### config.mk
export PLATFORM = sky130hd
export DESIGN_NAME = load_store_unit
export DESIGN_NICKNAME = d
export VERILOG_FILES = /design/src/rtl/lsu_pkg.sv /design/src/rtl/lsu_lane_align.sv /design/src/rtl/load_store_unit.sv
export SDC_FILE = /design/constraint.sdc
export NUM_CORES = 1
export LEC_CHECK = 0
export ABC_AREA = 0
export BUFFER_PORTS_ARGS = -buffer_cell sky130_fd_sc_hd__buf_2
export CAP_MARGIN = 20
export CORE_ASPECT_RATIO = 0.9
export CORE_UTILIZATION = 50
export DETAILED_ROUTE_END_ITERATION = 8
export GPL_TIMING_DRIVEN = 0
export PLACE_DENSITY_LB_ADDON = 0.05
export RECOVER_POWER = 50
export SLEW_MARGIN = 20
export SYNTH_ARGS = -nofsm -noshare
export SYNTH_HDL_FRONTEND = slang
export SYNTH_SLANG_ARGS = --single-unit
### constraint.sdc
create_clock -name clk -period 2.3 [get_ports clk]
set_input_delay 0.23 -clock clk [delete_from_list [all_inputs] [get_ports clk]]
set_output_delay 0.23 -clock clk [all_outputs]
set_load 0.02 [all_outputs]
### src/rtl/lsu_pkg.sv
// Shared types and helpers for the load/store unit: access sizes, FSM states
// and the alignment rule applied before any memory access.
package lsu_pkg;

  localparam int ADDR_W      = 9;
  localparam int WORD_ADDR_W = 7;
  localparam int DATA_W      = 32;

  typedef enum logic [1:0] {
    SZ_BYTE = 2'b00,
    SZ_HALF = 2'b01,
    SZ_WORD = 2'b10,
    SZ_ILL  = 2'b11
  } size_e;

  typedef enum logic [2:0] {
    IDLE   = 3'd0,
    LOAD   = 3'd1,
    RMW_RD = 3'd2,
    WRITE  = 3'd3,
    ERR    = 3'd4,
    RESP   = 3'd5
  } state_e;

  // An illegal size counts as misaligned so it takes the same error path.
  function automatic logic is_misaligned(input size_e size, input logic [1:0] lane);
    logic bad;
    case (size)
      SZ_BYTE: bad = 1'b0;
      SZ_HALF: bad = lane[0];
      SZ_WORD: bad = |lane;
      default: bad = 1'b1;
    endcase
    return bad;
  endfunction

endpackage

### src/rtl/lsu_lane_align.sv
// Combinational lane logic: extracts and extends a load value from a memory
// word, and merges sub-word store data into the old word for read-modify-write.
module lsu_lane_align
  import lsu_pkg::*;
(
  input  logic [DATA_W-1:0] word_i,
  input  logic [DATA_W-1:0] wdata_i,
  input  logic [1:0]        lane_i,
  input  size_e             size_i,
  input  logic              signed_i,
  output logic [DATA_W-1:0] load_o,
  output logic [DATA_W-1:0] merge_o
);

  logic [7:0]  byte_s;
  logic [15:0] half_s;

  // Load path: pick the addressed lane, then sign- or zero-extend it.
  always_comb begin
    case (lane_i)
      2'd0:    byte_s = word_i[7:0];
      2'd1:    byte_s = word_i[15:8];
      2'd2:    byte_s = word_i[23:16];
      default: byte_s = word_i[31:24];
    endcase
    if (lane_i[1]) begin
      half_s = word_i[31:16];
    end else begin
      half_s = word_i[15:0];
    end
    case (size_i)
      SZ_BYTE: load_o = {{24{signed_i & byte_s[7]}}, byte_s};
      SZ_HALF: load_o = {{16{signed_i & half_s[15]}}, half_s};
      SZ_WORD: load_o = word_i;
      default: load_o = 32'd0;
    endcase
  end

  // Store path: overwrite only the targeted lane(s) of the old word.
  always_comb begin
    merge_o = word_i;
    case (size_i)
      SZ_BYTE: begin
        case (lane_i)
          2'd0:    merge_o[7:0]   = wdata_i[7:0];
          2'd1:    merge_o[15:8]  = wdata_i[7:0];
          2'd2:    merge_o[23:16] = wdata_i[7:0];
          default: merge_o[31:24] = wdata_i[7:0];
        endcase
      end
      SZ_HALF: begin
        if (lane_i[1]) begin
          merge_o[31:16] = wdata_i[15:0];
        end else begin
          merge_o[15:0]  = wdata_i[15:0];
        end
      end
      SZ_WORD: merge_o = wdata_i;
      default: merge_o = word_i;
    endcase
  end

endmodule

### src/rtl/load_store_unit.sv
// Load/store unit in front of a 128x32 word memory: one request at a time,
// sub-word stores by read-modify-write, single-cycle registered response.
module load_store_unit
  import lsu_pkg::*;
(
  input  logic                   clk,
  input  logic                   reset,
  input  logic                   req_valid,
  output logic                   req_ready,
  input  logic                   req_we,
  input  logic [1:0]             req_size,
  input  logic                   req_signed,
  input  logic [ADDR_W-1:0]      req_addr,
  input  logic [DATA_W-1:0]      req_wdata,
  output logic                   rsp_valid,
  output logic [DATA_W-1:0]      rsp_rdata,
  output logic                   rsp_err,
  output logic [WORD_ADDR_W-1:0] mem_addr,
  output logic                   mem_we,
  output logic [DATA_W-1:0]      mem_wd,
  input  logic [DATA_W-1:0]      mem_rd
);

  state_e              state_q;
  size_e               size_q;
  logic                signed_q;
  logic [ADDR_W-1:0]   addr_q;
  logic [DATA_W-1:0]   data_q;
  logic                rsp_valid_q;
  logic                rsp_err_q;
  logic [DATA_W-1:0]   rsp_rdata_q;
  logic [DATA_W-1:0]   load_s;
  logic [DATA_W-1:0]   merge_s;

  lsu_lane_align u_align (
    .word_i   (mem_rd),
    .wdata_i  (data_q),
    .lane_i   (addr_q[1:0]),
    .size_i   (size_q),
    .signed_i (signed_q),
    .load_o   (load_s),
    .merge_o  (merge_s)
  );

  // Transaction FSM; data_q holds store data, then the merged word for RMW.
  always_ff @(posedge clk) begin
    if (reset) begin
      state_q     <= IDLE;
      size_q      <= SZ_BYTE;
      signed_q    <= 1'b0;
      addr_q      <= 9'd0;
      data_q      <= 32'd0;
      rsp_valid_q <= 1'b0;
      rsp_err_q   <= 1'b0;
      rsp_rdata_q <= 32'd0;
    end else begin
      rsp_valid_q <= 1'b0;
      rsp_err_q   <= 1'b0;
      rsp_rdata_q <= 32'd0;
      case (state_q)
        IDLE: begin
          if (req_valid) begin
            size_q   <= size_e'(req_size);
            signed_q <= req_signed;
            addr_q   <= req_addr;
            data_q   <= req_wdata;
            if (is_misaligned(size_e'(req_size), req_addr[1:0])) begin
              state_q <= ERR;
            end else if (!req_we) begin
              state_q <= LOAD;
            end else if (req_size == SZ_WORD) begin
              state_q <= WRITE;
            end else begin
              state_q <= RMW_RD;
            end
          end else begin
            state_q <= IDLE;
          end
        end
        LOAD: begin
          rsp_valid_q <= 1'b1;
          rsp_rdata_q <= load_s;
          state_q     <= RESP;
        end
        RMW_RD: begin
          data_q  <= merge_s;
          state_q <= WRITE;
        end
        WRITE: begin
          rsp_valid_q <= 1'b1;
          state_q     <= RESP;
        end
        ERR: begin
          rsp_valid_q <= 1'b1;
          rsp_err_q   <= 1'b1;
          state_q     <= RESP;
        end
        RESP:    state_q <= IDLE;
        default: state_q <= IDLE;
      endcase
    end
  end

  // Memory strobes decode from registered state; reset kills an in-flight write.
  always_comb begin
    req_ready = (state_q == IDLE);
    mem_addr  = 7'd0;
    mem_we    = 1'b0;
    mem_wd    = 32'd0;
    if (!reset) begin
      case (state_q)
        LOAD, RMW_RD: mem_addr = addr_q[ADDR_W-1:2];
        WRITE: begin
          mem_addr = addr_q[ADDR_W-1:2];
          mem_we   = 1'b1;
          mem_wd   = data_q;
        end
        default: mem_addr = 7'd0;
      endcase
    end else begin
      mem_addr = 7'd0;
    end
  end

  assign rsp_valid = rsp_valid_q;
  assign rsp_err   = rsp_err_q;
  assign rsp_rdata = rsp_rdata_q;

endmodule

==> run metrics <==
status=finished, violations left; failing checks=design-rule violations; worst slew pin tran=0.722 ns; most frequent cells in the layout=buf_2, dfxtp_1, clkbuf_1; Switch Pwr=about 1200 uW; worst path arrival time=~2.4 ns; DR WL/cell=approximately 18 microns; total track usage=0.306; Clk Tree Root Cell=clkbuf_8; fin util=0.650; simple-gate area share of the yosys netlist=0.242; core area=0.00803 sq mm; gr ovfl total=0; Synth Area in XOR/XNOR=0; relative slew slack=0.519; Final Hold Viols=0; clk slew on worst S/H paths=0.09 ns; Seq pwr share=0.452; Mapped Cells=between 400 and 500; Layout Nets=741; Post-CTS Setup Bufs=0; largest net degree at the start of global routing=14; CTS max path bufs=2; Net Count, Synth=578; Syn Area/Cell=between 8 and 9 sq um; max incr delay on CP=approximately 0.45 ns; vias in the first global route=between 3,000 and 4,000; clk_lat worst skew=around 0.36 ns; Period minus WS final=approximately 2.2 ns; DR iter-0 viols=270; # DRC=9; share of post-route cells with drive strength above 1=0.245; part of the power in combinational logic=0.232; clock share of power=0.316; # Max-Cap Violations=0; met3 Track Usage GR=0.0592; final hold slack=between 0.09 and 0.1 ns; die area=roughly 0.0086 sq mm; most area-consuming cells after synthesis=dfxtp_1, and2_1, nand2_1; DRT antenna net count=0; ANT cells=0; sequential area share after synthesis=0.392; # IOs=155; slowest CP cell=dfxtp_1; endpoints failing setup=0; Compound-Gate Fraction of Synth Area=0.265; TritonCTS clock tree=built; port buffer count=153; CTS Buf Count=9; Power Density=between 600 and 700 mW/mm^2; grt peak-use layer=met2; Slew Viols, Final=0; count of clock tree sinks=81; via count=~4,400; CP cell instances=buf_2, mux2i_1, nand2_1, o2111ai_1, clkbuf_1, a21oi_1; Worst Path Max Fanout=10; asr flop ratio synth=0; Cell Rows=31; met1 Use GR=0.404; most common cell after layout, fill and taps aside=buf_2; Starting Density=0.515; critical path startpoint category=flop; final wirelength=13.5 mm; maximum VDD drop=about 400 uV; leakage power=0.00218 uW; Int Power=approximately 2500 uW; main flop type after synthesis=dfxtp_1; Yosys top cell by area=dfxtp_1; Mapped Area=~0.0041 sq mm; Die Wd=~100 microns; Worst Skew=between 0.01 and 0.015 ns; area share of the largest cell type after synthesis=0.392; mux share of post-synthesis cell area=0.0490; area delta synth->final=26.2%; cts hold-fix bufs=0; CP Capture Type=flop; number of distinct library cells after synthesis=47; WS Path Type=flop to flop; f_max=~0.45 GHz; Final Cycle Share=0.961; Post-synth EDFFs=0; die height=between 80 and 90 microns; DRT Pass-1 Iters=7; H-tree levels=3; adder-cell area share of the yosys netlist=0; Power, Total=~3600 uW; Syn. warnings=0; initial antenna violation count=0; Hold/Removal Path Class=primary input to flop; first-pass GRT wire length=between 20 and 25 mm; M2 GR Usage=0.508; FF+latch count, synth=81; Critical Path RT=between 2 and 3 ns; RSZ-0062 raised after global routing=false; main combinational cell family by area after synthesis=compound AO/OA/AOI/OAI gates; DP HPWL=a little over 10 mm; Setup TNS Final=0 ns; RD Place Congestion=0.909; Sw Ratio=0.321; vias per cell=5.73
-- critical path: cells and delay by family (launching register included) --
family,cells,cell delay (ns)
DFF,1,0.45
buffers and inverters,2,0.71
AOI/OAI and AO/OA,2,0.47
muxes,1,0.34
and+or+nand+nor,1,0.09
-- cells by family (layout without fill, tap and decap cells) --
| logic type | Yosys count | count (layout) |
|---|---|---|
| AOI/OAI and AO/OA | 161 | 161 |
| DFF | 81 | 81 |
| and+or+nand+nor | 189 | 189 |
| buffers and inverters | 49 | 217 |
| muxes | 18 | 18 |
-- repair_timing --
action                                  in CTS  in global routing
gates resized for setup                      1                 11
gates cloned                                 0                  0
pin swaps                                    0                  1
endpoints found under the setup margin       1                 56
-- synthesized netlist by cell type, types with 2 or more instances --
library cell and instances:
a211oi_1 16, a21o_1 17, a21oi_1 36, a221oi_1 8
a22o_1 8, a22oi_1 9, a31oi_1 18, and2_1 40
and3b_1 2, buf_1 3, buf_2 10, buf_6 2
clkbuf_1 31, dfxtp_1 81, inv_1 2, mux2_2 8
mux2i_1 9, nand2_1 55, nand2b_1 10, nand3_1 15
nand3b_1 8, nor2_1 28, nor2b_1 15, nor3_1 3
nor3b_1 2, nor4b_1 2, o21ai_0 25, o21ai_1 2
o32ai_1 8, o41ai_1 7, or4b_1 2
-- path summary, 6_finish.rpt --
kind               from             to  slack (ns)  cells after the start
max           addr_q[1]  rsp_rdata[31]        0.09                      6
max reg2reg   addr_q[1]  rsp_rdata[31]        0.09                      6
min reg2reg   addr_q[7]      addr_q[7]        0.46                      2
min          req_signed       signed_q         0.1                      3
-- area by class of cell --
cell class	count	area, sq um
timing repair buffer	153	718
inverter	2	7.51
sequential	81	1620
fill	785	2810
clock buffer	11	131
multi-input combinational	368	2330
clock inverter	5	80.1
tap	99	124
buffer	46	206
-- sequential cells by signal (all words and copies together) (netlist names) --
name       cells
rsp_rdata     32
data_q        32
state_q        3
size_q         2
rsp_valid      1
addr_q         9
rsp_err        1
signed_q       1
-- power by group through the flow --
stage                     Sequential, uW  Combinational, uW  Clock, uW
after floorplan                     1650                535          0
after global placement              1660                812          0
after detailed placement            1660                828          0
after CTS                           1630                833       1150
after global routing                1650                921       1200
final                               1640                843       1150
-- per-stage QoR --
stage / cell area [sq um] / cells / setup slack, ns
CTS: 5250 / 766 / 0.00795
floorplan: 4140 / 498 / 0.513
finish: 5220 / 765 / 0.0895
detailed placement: 5030 / 750 / 0.0258
global route: 5220 / 765 / 0.00405
global placement: 5030 / 750 / 0.155
-- metal layers --
| metal | routed length, microns | up-vias |
|---|---|---|
| met4 | 331 | 0 |
| met5 | 0 | - |
| met2 | 6080 | 235 |
| met3 | 1210 | 28 |
| met1 | 5880 | 2001 |
| li1 | - | 2121 |
No activity file was read; power rests on OpenSTA's default activity.
